### config.mk
export PLATFORM = sky130hd
export DESIGN_NAME = ring_rr_arbiter
export DESIGN_NICKNAME = d
export VERILOG_FILES = /design/src/rtl/ring_arb_pkg.sv /design/src/rtl/ring_rr_arbiter_pick.sv /design/src/rtl/ring_rr_arbiter.sv
export SDC_FILE = /design/constraint.sdc
export NUM_CORES = 1
export LEC_CHECK = 0
export CAP_MARGIN = 20
export CORE_UTILIZATION = 49
export CTS_CLUSTER_DIAMETER = 150
export DETAILED_ROUTE_END_ITERATION = 7
export PLACE_DENSITY = 0.9
export SLEW_MARGIN = 0
export SYNTH_ARGS = -nofsm -noshare
export SYNTH_HDL_FRONTEND = slang
export SYNTH_SLANG_ARGS = --single-unit
### constraint.sdc
create_clock -name Clock -period 2.2 [get_ports Clock]
set_input_delay 0.33 -clock Clock [delete_from_list [all_inputs] [get_ports Clock]]
set_output_delay 0.33 -clock Clock [all_outputs]
set_load 0.1 [all_outputs]
### src/rtl/ring_arb_pkg.sv
// Shared types and helpers for the ring round-robin arbiter and related schedulers.
package ring_arb_pkg;

   typedef enum logic [1:0] {
      IDLE    = 2'd0,
      GRANT   = 2'd1,
      RELEASE = 2'd2
   } state_e;

   localparam logic [7:0] PTR_RESET = 8'h01;

   function automatic logic [2:0] onehot_to_idx(input logic [7:0] oh);
      logic [2:0] idx;
      idx = '0;
      for (int i = 0; i < 8; i++) begin
         if (oh[i]) idx |= 3'(i);
      end
      return idx;
   endfunction

endpackage

### src/rtl/ring_rr_arbiter_pick.sv
// Combinational round-robin pick: rotate requests to the pointer, take the lowest
// set bit, rotate the result back. Reusable by other schedulers.
module ring_rr_pick
   import ring_arb_pkg::*;
#(
   parameter int N    = 4,
   parameter int ID_W = 2
) (
   input  logic [N-1:0]    Req,
   input  logic [N-1:0]    Ptr,
   output logic [N-1:0]    Winner_onehot,
   output logic [ID_W-1:0] Winner_id,
   output logic            Any
);

   logic [7:0]   ptr_ext;
   logic [2:0]   shift_amt;
   logic [N-1:0] rot_req;
   logic [N-1:0] pick_rot;

   always_comb begin
      ptr_ext = '0;
      ptr_ext[N-1:0] = Ptr;
      shift_amt = onehot_to_idx(ptr_ext);
      rot_req = N'({Req, Req} >> shift_amt);
      // Isolate the lowest set bit: position 0 of the rotated vector is the pointer slot.
      pick_rot = rot_req & (~rot_req + N'(1));
      Winner_onehot = N'(({pick_rot, pick_rot} << shift_amt) >> N);
      Winner_id = '0;
      for (int i = 0; i < N; i++) begin
         if (Winner_onehot[i]) Winner_id |= ID_W'(i);
      end
      Any = |Req;
   end

endmodule

### src/rtl/ring_rr_arbiter.sv
// Round-robin arbiter with a one-hot rotating priority pointer.
// Define RR_HOLD_LIMIT_EN to preempt a grant after HOLD_MAX cycles.
module ring_rr_arbiter
   import ring_arb_pkg::*;
#(
   parameter int N        = 4,
   parameter int HOLD_MAX = 8
) (
   input  logic                 Clock,
   input  logic                 Reset,
   input  logic [N-1:0]         Req,
   output logic [N-1:0]         Grant,
   output logic [$clog2(N)-1:0] Grant_id,
   output logic                 Busy,
   output logic [N-1:0]         Ptr_out,
   output logic [N-1:0]         io_oeb
);

   localparam int ID_W = $clog2(N);

   if (N < 2 || N > 8 || HOLD_MAX < 2 || HOLD_MAX > 255) begin : g_param_check
      $error("ring_rr_arbiter: N or HOLD_MAX out of range");
   end

   state_e          state_q, state_d;
   logic [N-1:0]    grant_q, grant_d;
   logic [N-1:0]    ptr_q, ptr_d;
   logic [ID_W-1:0] grant_id_q, grant_id_d;
   logic            busy_q, busy_d;
   logic            release_now;
   logic [N-1:0]    win_onehot;
   logic [ID_W-1:0] win_id;
   logic            any_req;

`ifdef RR_HOLD_LIMIT_EN
   localparam logic [7:0] CNT_MAX = 8'(HOLD_MAX - 1);
   logic [7:0] cnt_q, cnt_d;
`endif

   ring_rr_pick #(
      .N    (N),
      .ID_W (ID_W)
   ) u_pick (
      .Req           (Req),
      .Ptr           (ptr_q),
      .Winner_onehot (win_onehot),
      .Winner_id     (win_id),
      .Any           (any_req)
   );

   always_comb begin
      state_d     = state_q;
      grant_d     = grant_q;
      grant_id_d  = grant_id_q;
      ptr_d       = ptr_q;
      release_now = 1'b0;
`ifdef RR_HOLD_LIMIT_EN
      cnt_d = cnt_q;
`endif
      case (state_q)
         IDLE: begin
            if (any_req) begin
               grant_d    = win_onehot;
               grant_id_d = win_id;
               state_d    = GRANT;
`ifdef RR_HOLD_LIMIT_EN
               cnt_d = '0;
`endif
            end
         end
         GRANT: begin
            // Only the current winner's request matters until the pointer moves on.
            release_now = ~|(Req & grant_q);
`ifdef RR_HOLD_LIMIT_EN
            if (cnt_q == CNT_MAX) release_now = 1'b1;
            else cnt_d = cnt_q + 8'd1;
`endif
            if (release_now) begin
               grant_d = '0;
               ptr_d   = {grant_q[N-2:0], grant_q[N-1]};
               state_d = RELEASE;
            end
         end
         RELEASE: state_d = IDLE;
         default: state_d = IDLE;
      endcase
      busy_d = (state_d != IDLE);
   end

   always_ff @(posedge Clock or posedge Reset) begin
      if (Reset) begin
         state_q    <= IDLE;
         grant_q    <= '0;
         grant_id_q <= '0;
         ptr_q      <= PTR_RESET[N-1:0];
         busy_q     <= 1'b0;
`ifdef RR_HOLD_LIMIT_EN
         cnt_q      <= '0;
`endif
      end else begin
         state_q    <= state_d;
         grant_q    <= grant_d;
         grant_id_q <= grant_id_d;
         ptr_q      <= ptr_d;
         busy_q     <= busy_d;
`ifdef RR_HOLD_LIMIT_EN
         cnt_q      <= cnt_d;
`endif
      end
   end

   assign Grant    = grant_q;
   assign Grant_id = grant_id_q;
   assign Busy     = busy_q;
   assign Ptr_out  = ptr_q;
   assign io_oeb   = '0;

endmodule

==> results of run 1 <==
routing by layer:
layer  global-route usage  vias up  share of wire
met5                    0        -              0
met3               0.0389        2          0.058
met4               0.0250        0         0.0056
met2                0.357       22           0.47
met1                0.306      271           0.46
li1                     -      280              -
worst max-delay path, stage by stage:
cell,delay (ns)
sky130_fd_sc_hd__clkdlybuf4s50_1,0.57
sky130_fd_sc_hd__a22oi_1,0.33
sky130_fd_sc_hd__nand3_2,0.23
sky130_fd_sc_hd__and3_1,0.24
sky130_fd_sc_hd__a31o_2,0.21
final timing paths:
kind | endpoint | slack, ns | depth (start not counted)
setup reg to reg | Grant_id[1] | 0.68 | 3
min in group Clock | Grant_id[1] | 0.50 | 1
hold / removal | Ptr_out[3] | 0.37 | 2
hold reg to reg | Grant_id[1] | 0.50 | 1
max in group asynchronous | Ptr_out[0] | 1.47 | 2
setup / recovery | Grant[0] | 0.44 | 5
layout make-up:
cell class	instances	area (um2)	area share
timing repair buffer	18	148	0.167
clock buffer	4	26.3	0.0297
multi-input combinational	48	353	0.399
inverter	3	11.3	0.0127
sequential	13	327	0.370
tap	15	18.8	0.0212
layout by cell type (no fill, tap or decap), types with 2 or more instances in the layout:
master / instances
sky130_fd_sc_hd__buf_4: 13
sky130_fd_sc_hd__dfrtp_1: 12
sky130_fd_sc_hd__o21ai_0: 6
sky130_fd_sc_hd__mux2_2: 5
sky130_fd_sc_hd__clkdlybuf4s50_1: 5
sky130_fd_sc_hd__conb_1: 4
sky130_fd_sc_hd__nor2b_1: 3
sky130_fd_sc_hd__a31o_2: 3
sky130_fd_sc_hd__inv_1: 3
sky130_fd_sc_hd__clkbuf_4: 3
sky130_fd_sc_hd__a22oi_1: 2
sky130_fd_sc_hd__nor2_1: 2
sky130_fd_sc_hd__nand2b_1: 2
sky130_fd_sc_hd__a211oi_1: 2
sky130_fd_sc_hd__nand3_1: 2
synth_stat cells, drive strengths merged, types with 2 or more instances:
cell type,n,area share
a211oi,2,0.021
a22oi,2,0.021
a31o,3,0.036
and4,2,0.028
buf,6,0.055
clkbuf,2,0.010
dfrtp,12,0.41
inv,3,0.015
mux2,5,0.077
nand2b,2,0.017
nand3,3,0.028
nor2,3,0.019
nor2b,3,0.026
o21ai,6,0.041
metrics by stage:
| step | cells | cell area [um2] | hold slack [ns] |
|---|---|---|---|
| 2_1_floorplan | 72 | 738 | 0.206 |
| 3_3_place_gp | 97 | 857 | 0.478 |
| 3_5_place_dp | 97 | 857 | 0.483 |
| 4_1_cts | 101 | 883 | 0.390 |
| 5_1_grt | 101 | 883 | 0.441 |
| 6_report | 101 | 883 | 0.373 |
cells by family after synthesis:
| kind of cell | count (synthesis) | share of synthesized area |
|---|---|---|
| compound gates | 20 | 0.219 |
| xor+xnor | 1 | 0.0121 |
| buf+inv | 11 | 0.0809 |
| flops | 13 | 0.449 |
| mux | 5 | 0.0774 |
| other cells | 1 | 0.00516 |
| simple gates | 18 | 0.157 |
flip-flops by register name, summed over array words and instances, names as in the netlist:
register  count
Grant         4
state_q       2
Ptr_out       4
Grant_id      2
Busy          1
==> flow_summary.ini, run 1 <==
[layout]
nFillCells = 108
area_growth_syn_to_layout_pct = 21.5
antenna-diode-count = 0
final_nets = 93
utilization = 0.662
fraction_of_final_layout_cells_sized_beyond_drive_strength_1 = 0.349

[critical_path]
arrival_time_at_the_worst_endpoint_ns = 1.92
endpoint_kind = flop
worst_path_fanout_max = 9
critical_path.startpoint_type = input port
startpoint = Req[0]
cp.required_ns = 2.36
crit-reg2reg-launch = Ptr_out[2]
critical_path_class = in -> reg

[synth]
share_of_flip_flops_with_an_asynchronous_set_or_reset_after_synthesis = 1.00
syn_area_um2 = 727
synth.lib_cells_used.distinct = 33
synth_edf_count = 0
synthesis.yosys.warnings = 0
postSynthRegisterBits = 13
postSynthCellCount = 69
part_of_the_yosys_area_used_for_sequential_elements = 0.449
synth_area_per_cell_um2 = 10.5
synth_top_flop_cell = sky130_fd_sc_hd__dfrtp_1

[drt]
detail_route.vias_per_cell = 5.69
postRouteAntennaNets = 0
dr.pass1.iters = 4
drt-wirelength-per-cell_um = 14.2
dr.first_iter.drc_count = 11
detail_route.drc_violations = 0
finalWirelength_um = 1440
detailroute.via_count = 575

[job]
cap_violations = 0

[timing]
rsz0062_at_grt = no
report.final.slew_viol_count = 0
timing.final.hold_violations = 0
postLayoutSetupSlackWorst_ns = 0.440
post-route-period-util = 0.800
max_freq_mhz = 568
fin_skew_ns = 0.00539
setup_total_negative_slack_ns = 0
finalSetupViolCount = 0
period_minus_slack_ns = 1.76

[clock_network]
cts_root_buffer = sky130_fd_sc_hd__clkbuf_4
worstSkewPairLatency_ns = 0.27
cts-hold-fix-buffers = 0
cts-resized-gates = 0
cts_tree = built
sinks_on_the_clock_net = 13
clock_path_buffers = 2
cts_buffers = 3
cts.clk_slew.worst_paths_ns = 0.08
postCtsSetupBuffers = 0
h_tree_lvls = 1

[floorplanning]
die-height_um = 40.5
dieWidth_um = 40.5
die-area_mm2 = 0.00164
placeableCoreArea_mm2 = 0.00133
io_pins = 21
floorplan.rows = 13
start_util = 0.545

[grt]
largest_net_degree_at_the_start_of_global_routing = 14
grt-ovfl-total = 0
track_usage = 0.218
number_of_antenna_violations_at_the_first_check_in_global_routing = 0
global_route_wire_length_before_repair_um = 2370
number_of_global_route_vias_before_repair = 495

[placed_design]
hpwlAfterDp_um = 1080
pre_cts_ws_ns = 0.184
port_buffers = 16
weighted_congestion_reported_at_the_end_of_routability_driven_placement = 0.851

[hold_path]
hold_path.class = in -> async

[status]
run_status = finished clean
Power of run 1 is left out: the tool's default activity adds up to more than one toggle a clock period on the data nets, which glitch-free logic cannot reach.
==> run 2: changes to the inputs <==
--- a/config.mk
+++ b/config.mk
@@ -6,10 +6,10 @@
 export NUM_CORES = 1
 export LEC_CHECK = 0
 export CAP_MARGIN = 20
-export CORE_UTILIZATION = 49
+export CORE_UTILIZATION = 45
 export CTS_CLUSTER_DIAMETER = 150
 export DETAILED_ROUTE_END_ITERATION = 7
-export PLACE_DENSITY = 0.9
+export PLACE_DENSITY = 0.84
 export SLEW_MARGIN = 0
 export SYNTH_ARGS = -nofsm -noshare
 export SYNTH_HDL_FRONTEND = slang
==> constraint.sdc (replaced) <==
create_clock -name Clock -period 1.72 [get_ports Clock]
set_input_delay 0.258 -clock Clock [delete_from_list [all_inputs] [get_ports Clock]]
set_output_delay 0.258 -clock Clock [all_outputs]
set_load 0.1 [all_outputs]
==> flow_summary.ini, run 2 (synthesis results as in run 1) <==
[critical_path]
regToRegEndpoint = Grant_id[1]
timing.critical_path.slowest_stage_cell = sky130_fd_sc_hd__dfrtp_4
worst_path_fanout_max = 11
ff2ff_path_depth = 3
critical_path.startpoint_type = flop
cp.required_ns = 1.87
cp_slowest_stage_delay_ns = 0.55
worst-path-buf-inv = 0
crit-reg2reg-launch = Ptr_out[3]
endpoint_kind = flop
arrival_time_at_the_worst_endpoint_ns = 1.70
path_depth = 3
path_cells = or3_1 > and4_4 > a211o_1
timing.reg2reg.setup_slack_ns = 0.17
worst_path_dominant_cell_family = simple AND/OR/NAND/NOR gates
critical_path_class = reg -> reg

[placed_design]
weighted_congestion_reported_at_the_end_of_routability_driven_placement = 0.894
port_buffers = 16
hpwlAfterDp_um = 1350
pre_cts_ws_ns = -0.0719

[drt]
detail_route.drc_violations = 0
detail_route.vias_per_cell = 5.53
postRouteAntennaNets = 0
drt-wirelength-per-cell_um = 15.2
dr.pass1.iters = 4
finalWirelength_um = 1720
detailroute.via_count = 625
dr.first_iter.drc_count = 6

[grt]
number_of_global_route_vias_before_repair = 654
global_route_wire_length_before_repair_um = 2990
grt-ovfl-total = 0
track_usage = 0.223
number_of_antenna_violations_at_the_first_check_in_global_routing = 0
largest_net_degree_at_the_start_of_global_routing = 14

[timing]
timing.final.hold_violations = 0
report.final.slew_viol_count = 0
max_freq_mhz = 647
period_minus_slack_ns = 1.55
fin_skew_ns = 0.00553
post-route-period-util = 0.898
finalSetupViolCount = 0
rsz0062_at_grt = no
postLayoutSetupSlackWorst_ns = 0.175

[floorplanning]
placeableCoreArea_mm2 = 0.00151
dieWidth_um = 42.2
start_util = 0.483
die-height_um = 42.2
die-area_mm2 = 0.00178
io_pins = 21
floorplan.rows = 14

[clock_network]
worstSkewPairLatency_ns = 0.27
postCtsSetupBuffers = 0
cts_buffers = 3
cts_tree = built
h_tree_lvls = 1
cts.clk_slew.worst_paths_ns = 0.08
sinks_on_the_clock_net = 13
cts_root_buffer = sky130_fd_sc_hd__clkbuf_4
cts-hold-fix-buffers = 0
cts-resized-gates = 0
clock_path_buffers = 2

[layout]
layout.cells.most_common_list = sky130_fd_sc_hd__buf_4, sky130_fd_sc_hd__buf_12, sky130_fd_sc_hd__o21ai_0
regArea_um2 = 340
antenna-diode-count = 0
mostFrequentLayoutCell = sky130_fd_sc_hd__buf_4
area_growth_syn_to_layout_pct = 53.9
final_nets = 104
multiInputGateArea_um2 = 353
nFillCells = 103
fraction_of_final_layout_cells_sized_beyond_drive_strength_1 = 0.495

[status]
run_status = finished clean

[hold_path]
hold_path.class = in -> async

[job]
cap_violations = 0
==> run 2: layout make-up <==
type                       count  area share
timing repair buffer          29       0.329
inverter                       3      0.0101
sequential                    13       0.304
clock buffer                   4      0.0235
multi-input combinational     48       0.315
tap                           16      0.0179
==> run 2: per-layer routing <==
layer	share of wire	vias up	GRT usage
met4	0.0058	0	0.0313
li1	-	298	-
met2	0.54	17	0.418
met1	0.42	308	0.252
met3	0.033	2	0.0647
met5	0	-	0
==> run 2: how the worst max path moves through the flow <==
stage                     slack, ns        from           to
after floorplan                0.01  Ptr_out[3]  Grant_id[1]
after global placement        -0.08      Req[3]   Ptr_out[3]
after detailed placement      -0.07      Req[2]   Ptr_out[3]
after CTS                      0.19  Ptr_out[3]  Grant_id[1]
after global routing           0.13      Req[3]   Ptr_out[3]
final                          0.17  Ptr_out[3]  Grant_id[1]
==> run 2: per-stage QoR <==
| stage | area (um2) | std cells | utilization | hold slack, ns | setup TNS (ns) |
|---|---|---|---|---|---|
| after floorplan | 768 | 72 | - | 0.134 | 0 |
| after global placement | 1090 | 109 | 0.725 | 0.559 | -0.395 |
| after detailed placement | 1090 | 109 | 0.725 | 0.548 | -0.444 |
| after CTS | 1120 | 113 | 0.743 | 0.311 | 0 |
| after global routing | 1120 | 113 | 0.743 | 0.338 | 0 |
| final | 1120 | 113 | 0.743 | 0.304 | 0 |
Power of run 2 is left out for the same reason.
==> RTL edit, RTL diff (config.mk and constraints of run 1) <==
`N` is set to 4 in 2 places; all go to 8.
--- a/src/rtl/ring_rr_arbiter_pick.sv
+++ b/src/rtl/ring_rr_arbiter_pick.sv
@@ -5,3 +5,3 @@
 #(
-   parameter int N    = 4,
+   parameter int N    = 8,
    parameter int ID_W = 2
--- a/src/rtl/ring_rr_arbiter.sv
+++ b/src/rtl/ring_rr_arbiter.sv
@@ -5,3 +5,3 @@
 #(
-   parameter int N        = 4,
+   parameter int N        = 8,
    parameter int HOLD_MAX = 8
Interface: changed (5 resized); port bits go from 21 to 38. The function was not compared with the original's and may differ.
==> RTL edit against run 1 <==
- the flow now finishes with violations (negative setup slack)
- routed wire length rose to 5.2 times the old value
- largest cell class unchanged
- critical path depth rose by 4
- sequential cell count increased by 9
- global-route usage rose by 12 points
- final area increased to 3.5 times the old value
- critical path type is now flop to flop
- setup slack worse by 1300 ps
- area after synthesis grew to 2.9 times the old value
Power is not shown: default switching activity piles up to over one toggle a cycle in this logic, so the estimate is an artifact.
==> RTL edit: results <==
synthesis:
  synth-seq-area-share_pct: 25.7
  yosysWarnings: 0
  yosys-top-cells-count: "dfrtp_1, nand2_1, a21oi_1"
  cells_taking_the_most_area_after_synthesis: "dfrtp_1, mux2_2, mux4_2, clkbuf_8, mux4_1"
  yosys_most_used_dff: "dfrtp_1"
  synth_cell_type_count: 65
  async_reset_ff_share_pct: 100
clock_network:
  cts_buffers: 3
  clkLatencyLatePin_ps: 270
  htreeDepth: 1
  cts_buffer_depth: 2
  root_buffer: "clkbuf_8"
layout:
  multiInputGateArea_sq_um: 1540
  nNetsFinal: 309
  post_route_cells_drive_above_1_share_pct: 58.7
  antenna_cells: 0
  fill_cells: 257
detailed_routing:
  detail_route.iter0.violations: 194
  avgViaCountPerCell: 6.48
  postRouteWirelength_mm: 7.50
  detailedRoute.firstPassIterationCount: 5
critical_path:
  critical-path-slowest-cell: "or4_4"
  critical_path.max_stage_delay_ps: 540
  critical_path.max_fanout: 8
  worst_ep_arrival_time_ps: 3220
  critical_path.top_delay_family: "simple AND/OR/NAND/NOR gates"
outcome:
  run_status: "complete, but fails checks"
  failed_checks: "negative setup slack"
sta:
  worst_slack_ps: -862
  timing.hold.ws_ps: 494
  slew-limit-headroom_pct: 49.0
  clock_skew_ps: 0.905
  setup-violations-final: 11
global_routing:
  global_route.usage.met1_pct: 38.7
  grt_first_pass_wirelength_mm: 11.4
  grt_use_met2_pct: 61.2
  grt_use_met3_pct: 3.83
  first_global_vias: 2292
  track_usage_pct: 34.2
  grt_start_max_net_pins: 21
placement:
  place.gp.congestion: 0.947
  post_detail_place_hpwl_mm: 5.08
  placedInstanceArea_sq_um: 2790
  numPortBuffers: 29
min_path:
  hp-class: "primary input to asynchronous set/reset pin"
==> RTL edit: kinds of logic after synthesis <==
kind of cell | synth area share (%)
other cells | 0.175
buf+inv | 11.7
flops | 25.7
mux | 20.8
compound gates | 20.5
simple gates | 21.0
==> RTL edit: metal layers <==
metal	vias to the layer above	share of wire [%]	wire length, um
li1	976	-	-
met1	1109	37	2810
met2	132	52	3880
met3	37	6.3	472
met4	0	4.6	346
met5	-	0	0
==> RTL edit: path summary, 6_finish.rpt <==
path / start / cells past startpoint / endpoint
max: Ptr_out[3] / 9 / Grant_id[1]
min: Reset / 2 / Ptr_out[7]
max reg2reg: Ptr_out[3] / 9 / Grant_id[1]
min reg2reg: Grant_id[0] / 1 / Grant_id[0]
max in group asynchronous: Reset / 2 / Ptr_out[3]
min in group Clock: Grant_id[0] / 1 / Grant_id[0]
==> RTL edit: area by class of cell <==
cell class | count | share of cell area, %
Clock inverter | 1 | 0.976
Sequential cell | 22 | 18.4
Inverter | 1 | 0.122
Multi-Input combinational cell | 165 | 50.0
Timing Repair Buffer | 106 | 27.2
Clock buffer | 3 | 1.34
Tap cell | 50 | 2.03
==> RTL edit: what timing repair did <==
action,4_1_cts,5_1_grt
hold buffers,0,0
resized for setup,24,11
endpoints found under the setup margin,11,12
pin swaps,2,2
buffers inserted,7,3
gates cloned,0,0
==> RTL edit: metrics by stage <==
stage          setup TNS [ps]  worst slack, ps  cells
5_1_grt                 -9340             -921    348
4_1_cts                 -8120             -817    346
3_5_place_dp            -9880             -899    335
2_1_floorplan          -10120            -1110    217
3_3_place_gp            -8580             -823    335
6_report                -8470             -862    348
